`config.mk`:
```
export PLATFORM = sky130hd
export DESIGN_NAME = ring_monitor
export DESIGN_NICKNAME = d
export VERILOG_FILES = /design/src/rtl/ring_monitor.sv
export SDC_FILE = /design/constraint.sdc
export NUM_CORES = 1
export LEC_CHECK = 0
export CORE_AREA = 5 5 64 66
export CTS_CLUSTER_DIAMETER = 80
export DETAILED_ROUTE_END_ITERATION = 10
export DIE_AREA = 0 0 69 71
export DONT_BUFFER_PORTS = 1
export GPL_TIMING_DRIVEN = 0
export PLACE_DENSITY = 0.72
export SLEW_MARGIN = 20
export SYNTH_ARGS = -nofsm -noshare
export SYNTH_HDL_FRONTEND = slang
export SYNTH_SLANG_ARGS = --single-unit
```
`constraint.sdc`:
```
create_clock -name clk -period 3.11 [get_ports clk]
set_clock_uncertainty 0.2 [all_clocks]
set_input_delay 0.311 -clock clk [delete_from_list [all_inputs] [get_ports clk]]
set_output_delay 0.311 -clock clk [all_outputs]
set_load 0.005 [all_outputs]
```
`src/rtl/ring_monitor.sv`:
```
// ring_monitor: watches a 4-bit one-hot ring counter, declares lock after
// LOCK_N correct successor samples, flags loss of lock and counts laps.
module ring_monitor #(
    parameter int LOCK_N = 3,
    parameter int CNT_W  = 8
) (
    input  logic             clk,
    input  logic             clr,
    input  logic             en,
    input  logic [3:0]       d,
    output logic [1:0]       idx,
    output logic             valid,
    output logic             locked,
    output logic             err,
    output logic             lap,
    output logic [CNT_W-1:0] err_cnt,
    output logic [CNT_W-1:0] lap_cnt
);

    typedef enum logic [1:0] {
        HUNT,
        CONFIRM,
        LOCKED
    } state_t;

    state_t           state, state_nx;
    logic [3:0]       m, m_nx;
    logic [3:0]       p, p_nx;
    logic [1:0]       idx_nx;
    logic             valid_nx, locked_nx, err_nx, lap_nx;
    logic [CNT_W-1:0] err_cnt_nx, lap_cnt_nx;

    logic             legal;
    logic             is_succ;
    logic [3:0]       succ;
    logic [3:0]       m_inc;
    logic [1:0]       d_pos;

    assign legal   = ($countones(d) == 1);
    assign succ    = {p[0], p[3:1]};
    assign is_succ = legal && (d == succ);
    assign m_inc   = m + 4'd1;

    // Binary position of a one-hot word, MSB first (1000 -> 0).
    always_comb begin
        d_pos = 2'd0;
        unique case (d)
            4'b0100: d_pos = 2'd1;
            4'b0010: d_pos = 2'd2;
            4'b0001: d_pos = 2'd3;
            default: d_pos = 2'd0;
        endcase
    end

    // Next state and next registered outputs for the current sample.
    always_comb begin
        // NOTE: every target gets a hold/idle default first so no path leaves it unassigned (no latch).
        state_nx   = state;
        m_nx       = m;
        p_nx       = p;
        idx_nx     = idx;
        valid_nx   = valid;
        err_nx     = 1'b0;
        lap_nx     = 1'b0;
        err_cnt_nx = err_cnt;
        lap_cnt_nx = lap_cnt;

        if (en) begin
            valid_nx = legal;
            if (legal) idx_nx = d_pos;

            unique case (state)
                HUNT: begin
                    if (legal) begin
                        state_nx = CONFIRM;
                        p_nx     = d;
                        m_nx     = 4'd0;
                    end
                end
                CONFIRM: begin
                    if (is_succ) begin
                        p_nx = d;
                        if (m_inc == 4'(LOCK_N)) begin
                            state_nx = LOCKED;
                            m_nx     = 4'd0;
                        end else begin
                            m_nx = m_inc;
                        end
                    end else if (legal) begin
                        p_nx = d;
                        m_nx = 4'd0;
                    end else begin
                        state_nx = HUNT;
                        m_nx     = 4'd0;
                    end
                end
                LOCKED: begin
                    if (is_succ) begin
                        p_nx = d;
                        if (p == 4'b0001) begin
                            lap_nx     = 1'b1;
                            lap_cnt_nx = lap_cnt + CNT_W'(1);
                        end
                    end else begin
                        state_nx = HUNT;
                        m_nx     = 4'd0;
                        err_nx   = 1'b1;
                        if (err_cnt != '1) err_cnt_nx = err_cnt + CNT_W'(1);
                    end
                end
                default: begin
                    state_nx = HUNT;
                    m_nx     = 4'd0;
                end
            endcase
        end

        locked_nx = (state_nx == LOCKED);
    end

    // State and output registers; clr overrides any sample on the same edge.
    always_ff @(posedge clk) begin
        // NOTE: sequential state uses non-blocking assignments so all registers update together.
        if (clr) begin
            state   <= HUNT;
            m       <= 4'd0;
            p       <= 4'd0;
            idx     <= 2'd0;
            valid   <= 1'b0;
            locked  <= 1'b0;
            err     <= 1'b0;
            lap     <= 1'b0;
            err_cnt <= '0;
            lap_cnt <= '0;
        end else begin
            state   <= state_nx;
            m       <= m_nx;
            p       <= p_nx;
            idx     <= idx_nx;
            valid   <= valid_nx;
            locked  <= locked_nx;
            err     <= err_nx;
            lap     <= lap_nx;
            err_cnt <= err_cnt_nx;
            lap_cnt <= lap_cnt_nx;
        end
    end

endmodule

```
=== Word level (Yosys, flattened, before mapping) ===
Cells that the tools add are included.

* Bitwise gates (word level): 3
* Divide/modulo/power cells: 0
* Reductions and logical operators: 10
* Multiply operators: 0
* $add $sub $neg: 6
* Magnitude comparators: 0
* Muxes and demuxes: 19
* Equality and inequality tests: 14
* Shift-type cells: 0

{| class="wikitable"
|+ Operator list
! cell !! count
|-
| 4-bit two-way mux || 7
|-
| 4-bit one-hot mux with 3 select lines || 2
|-
| 8-bit by 1-bit adder with 8-bit output (second input constant) || 2
|-
| 2-bit two-way mux || 6
|-
| 2-bit one-hot mux with 3 select lines || 2
|-
| 4-bit by 1-bit equality test with 1-bit output (second input constant) || 2
|-
| 4-bit by 2-bit equality test with 1-bit output (second input constant) || 2
|-
| 8-bit inequality test (second input constant) || 1
|-
| 4-bit AND reduction || 2
|-
| 2-bit inequality test (second input constant) || 3
|-
| 3-bit AND reduction || 2
|-
| 1-bit by 1-bit adder with 2-bit output || 2
|-
| 4-bit by 1-bit adder with 4-bit output (second input constant) || 1
|-
| 2-bit equality test (second input constant) || 2
|-
| 4-bit by 3-bit equality test with 1-bit output (second input constant) || 1
|-
| 4-bit equality test || 1
|-
| 4-bit OR reduction || 1
|-
| 2-bit by 2-bit adder with 3-bit output || 1
|-
| 3-bit by 1-bit equality test with 1-bit output (second input constant) || 1
|-
| 1-bit NOT || 3
|-
| 3-bit nonzero test || 1
|-
| 3-bit OR reduction || 1
|-
| 2-bit by 1-bit equality test with 1-bit output (second input constant) || 1
|-
| 2-bit logical NOT || 1
|-
| other kinds (3) || 4
|}

* Word-level logic and storage cells: 62
* Bits of input ports: 7
* Memories: 0
* Bits in writable memories: 0
* Memory bits (read-only): 0
* Bits in registers: 32
* Bits in latches: 0

=== Logic depth before layout (Yosys ltp) ===
* Depth after elaboration: 8
* Gate-level depth with buffers: 11
* Mapped depth without buffers: 10

=== Worst setup path after synthesis ===
Ideal clock, no wire load.

* Path type: input-to-reg
* Start: in d[0]
* End: reg m[3]
* Path buffers: 1
* Path slack: 0.092 ns
* Data arrival time: 2.698 ns
* Cell stages on the path: 11
* Cell sequence: inv_1 > fa_1 > inv_1 > ha_1 > ha_1 > or3b_1 > buf_2 > a21boi_1 > o21ai_1 > and3_1 > a211o_1

* Longest elaborated chain between the ends: 6
* Elaborated cells on any way between the ends: 10
* Those cells by class: add/sub (2); eq/ne (4); mux (2); reduce/logical (2)

{| class="wikitable"
|+ RTL lines
! element !! line !! text
|-
| start: declaration || 10 || <nowiki>input logic [3:0] d,</nowiki>
|-
| 1-bit by 1-bit adder with 2-bit output (not written as such) || 39 || <nowiki>assign legal = ($countones(d) == 1);</nowiki>
|-
| 2-bit by 2-bit adder with 3-bit output (not written as such) || 39 ||
|-
| 3-bit by 1-bit equality test with 1-bit output || 39 ||
|-
| 1-bit logical AND || 41 || <nowiki>assign is_succ = legal && (d == succ);</nowiki>
|-
| 4-bit two-way mux or 2-bit inequality test (tied branches) || -- ||
|-
| 4-bit one-hot mux with 3 select lines or 3-bit AND reduction (tied branches) || -- ||
|-
| end signal: assignment || 137 || <nowiki>m <= m_nx;</nowiki>
|-
| end: declaration || 27 || <nowiki>logic [3:0] m, m_nx;</nowiki>
|}

Parallel ways exist; a longest one is shown, timed or not.
A chain may end at the register's enable or synchronous reset.

=== Worst setup path after layout ===
Ends and elaborated chain as after synthesis.

==> run_results.csv <==
group,metric,value,unit
run_status,outcome,"finished clean",
clock_tree,clk_transition_reported_paths,90,ps
final_layout,synthToLayoutAreaGrowth,8.54,%
clock_tree,clock_latency,320,ps
placed_design,place_area,1920,um2
final_layout,drive_above_1_share,8.68,%
final_layout,fin_cells,267,
clock_tree,post_cts_resized,0,
sta,relSlewSlack,64.4,%
global_route,grt_first_pass_wirelength,6780,um
global_route,grtUsageMet2,25.4,%
logic_synthesis,ys_seq_area_share,34.4,%
route,wl_per_cell,14.4,um
logic_synthesis,yosys_warnings,0,
critical_path,cp-end-kind,"flip-flop",
sta,fin_crit_sh,92.6,%
critical_path,cp_max_fo,9,
route,dr.pass1.iters,4,
critical_path,worstPathArrival,2900,ps
global_route,met1_usage,21.4,%
clock_tree,cts_tree,"yes",
clock_tree,cts-root-buf,"clkbuf_4",
logic_synthesis,synth_cell_types,55,
floorplanning,start_util,52.8,%
critical_path,critPathKind,"input port to flip-flop",
clock_tree,h-tree-depth,2,
clock_tree,clkSinkCount,32,
sta,setup-tns-final,0,ps
critical_path,cp_slowest_stage_delay,530,ps
global_route,grt_overflow,0,
logic_synthesis,netlist_area,1860,um2
worst_hold_path,hold_class,"input port to flip-flop",
power,p_int,581,uW
floorplanning,die_area,4900,um2
power,power_per_cell_area,400,nW/um2
final_layout,fillCellCount,362,
floorplanning,coreArea,3520,um2
route,vias,1518,
critical_path,critPathRequiredTime,3130,ps
route,post-route-drc-count,0,
critical_path,worst_path_max_delay_cell,"fa_1",
global_route,grt_max_degree,11,
global_route,grt_usage,16.8,%
final_layout,nets,239,
placed_design,gp_congestion,0.813,
critical_path,start_kind,"input port",
placed_design,placedCellCount,255,
clock_tree,hold_buffers,4,
global_route,grt_use_met3,8.10,%
power,pwr-share-seq,52.6,%
power,p_clk_share,30.1,%
route,ant_nets,0,
floorplanning,die_height,71,um
flow_run,drv.max_cap_violation_count,0,
final_layout,fin_util,57.3,%
floorplanning,ios,29,
power,cellLeakagePower,0.000742,uW
clock_tree,clockBufferDepth,2,
logic_synthesis,async_flop_share,0,%
floorplanning,rows,22,
sta,rsz0062_at_grt,"false",
clock_tree,cts_buffers,5,
route,drt-total-wl,3840,um
placed_design,hpwl,2820,um
logic_synthesis,syn_inst,207,
logic_synthesis,synth_fp_nets,228,
final_layout,ff_latch_area,641,um2
logic_synthesis,synth_seq_cells,32,
final_layout,finish.instance_area,2020,um2
sta,worst_pin_slew,533,ps
sta,setup_viol,0,
clock_tree,post-cts-setup-buffer-count,0,
route,drt_iter0_markers,108,
power,ir_drop,0.000239,V
placed_design,numPortBuffers,0,
power,combinationalPowerShare,17.3,%
floorplanning,die_w,69,um
logic_synthesis,avgSynthCellArea,8.99,um2
critical_path,path_cells,"inv_1, fa_1, inv_1, ha_1, ha_1, or3b_1, buf_2, a21boi_1, o21ai_1, and3_1, a211o_1",
final_layout,multi_input_area,1130,um2
global_route,grt_pass1_vias,1453,
final_layout,diodes,0,
sta,max_freq,347,MHz
global_route,antenna_found_initial,0,
sta,maxSlewViolCount,0,
logic_synthesis,synth_edf_count,0,
sta,hold_viol,0,
power,switching_share,28.1,%
logic_synthesis,yosys_most_used_dff,"dfxtp_1",
sta,finalCriticalPeriod,2880,ps
global_route,grt_busiest_layer,"met2",
route,vias_per_cell,5.69,
power,p_switching,227,uW
## placed cells by master, fill, tap and decap left out, types with 2 or more instances in the layout
| master | instances |
|---|---|
| a211oi_1 | 3 |
| a21oi_1 | 8 |
| a22o_1 | 5 |
| and3_1 | 3 |
| buf_2 | 3 |
| clkbuf_1 | 6 |
| clkbuf_4 | 5 |
| dfxtp_1 | 32 |
| dlygate4sd3_1 | 4 |
| ha_1 | 13 |
| inv_1 | 11 |
| mux2_1 | 3 |
| mux2i_1 | 3 |
| nand2_1 | 10 |
| nand2b_1 | 2 |
| nand3_1 | 11 |
| nand4_1 | 6 |
| nor2_1 | 26 |
| nor2b_1 | 5 |
| nor3_1 | 2 |
| nor4_1 | 3 |
| nor4_2 | 3 |
| o31ai_1 | 4 |
| or4b_1 | 2 |
| xnor2_1 | 12 |
| xor2_1 | 2 |
## worst max-delay path, delay by kind of cell
kind | cells | cell delay [ps]
and+or+nand+nor | 2 | 600
adders and majority gates | 3 | 990
buffers and inverters | 3 | 310
AOI/OAI and AO/OA | 3 | 680
## stage by stage
| stage | total power [uW] | hold slack, ps | worst slack, ps |
|---|---|---|---|
| detailed placement | 568 | 251 | -86.4 |
| finish | 808 | 29.5 | 230 |
| global placement | 566 | 246 | -61.4 |
| floorplan | 540 | 244 | 92.5 |
| global route | 860 | 44.1 | 73.9 |
| CTS | 816 | 4.23 | 274 |
## cell type report
| class | instances | area share (%) |
|---|---|---|
| Multi-Input combinational cell | 155 | 56.1 |
| Sequential cell | 32 | 31.7 |
| Tap cell | 48 | 2.97 |
| Clock buffer | 8 | 2.91 |
| Buffer | 9 | 2.23 |
| Inverter | 11 | 2.04 |
| Timing Repair Buffer | 4 | 1.98 |
## kinds of logic after synthesis
| logic type | Yosys count | synth area share [%] |
|---|---|---|
| mux | 6 | 3.43 |
| flops | 32 | 34.4 |
| xor+xnor | 14 | 6.59 |
| simple gates | 84 | 26.2 |
| fa+ha+maj | 14 | 9.82 |
| compound gates | 37 | 14.9 |
| buf+inv | 20 | 4.64 |
## synth_stat cells (4+ instances only)
cell type  count  area share (%)
a21oi_1        8             2.2
a22o_1         5             2.4
clkbuf_1       4            0.81
dfxtp_1       32              34
ha_1          13             8.7
inv_1         11             2.2
nand2_1       10             2.0
nand3_1       11             3.0
nand4_1        6             2.0
nor2_1        26             5.2
nor2b_1        5             1.7
o31ai_1        4             1.6
xnor2_1       12             5.6
## layer usage
metal,share of wire (%),wire length [um]
met5,0,0
met2,45,1710
met1,48,1830
met3,6.9,265
met4,1.1,41
## sequential cells by signal, indices dropped and copies added, names as in the netlist
register,cells
err,1
err_cnt,8
idx,2
lap,1
lap_cnt,8
locked,1
m,4
p,4
state,2
valid,1
## power groups by stage
stage                     clock, uW  combinational, uW  sequential (uW)
after floorplan                   0                108              432
after global placement            0                132              434
after detailed placement          0                134              434
after CTS                       253                139              425
after global routing            277                157              426
final                           243                140              425
## final timing paths
kind	from	to	slack (ps)	cells past startpoint
min	d[3]	idx[1]	30	3
max reg2reg	state[0]	err_cnt[6]	540	8
max	d[0]	m[3]	230	11
min reg2reg	valid	valid	310	2
Power figures use the tool's default switching activity.
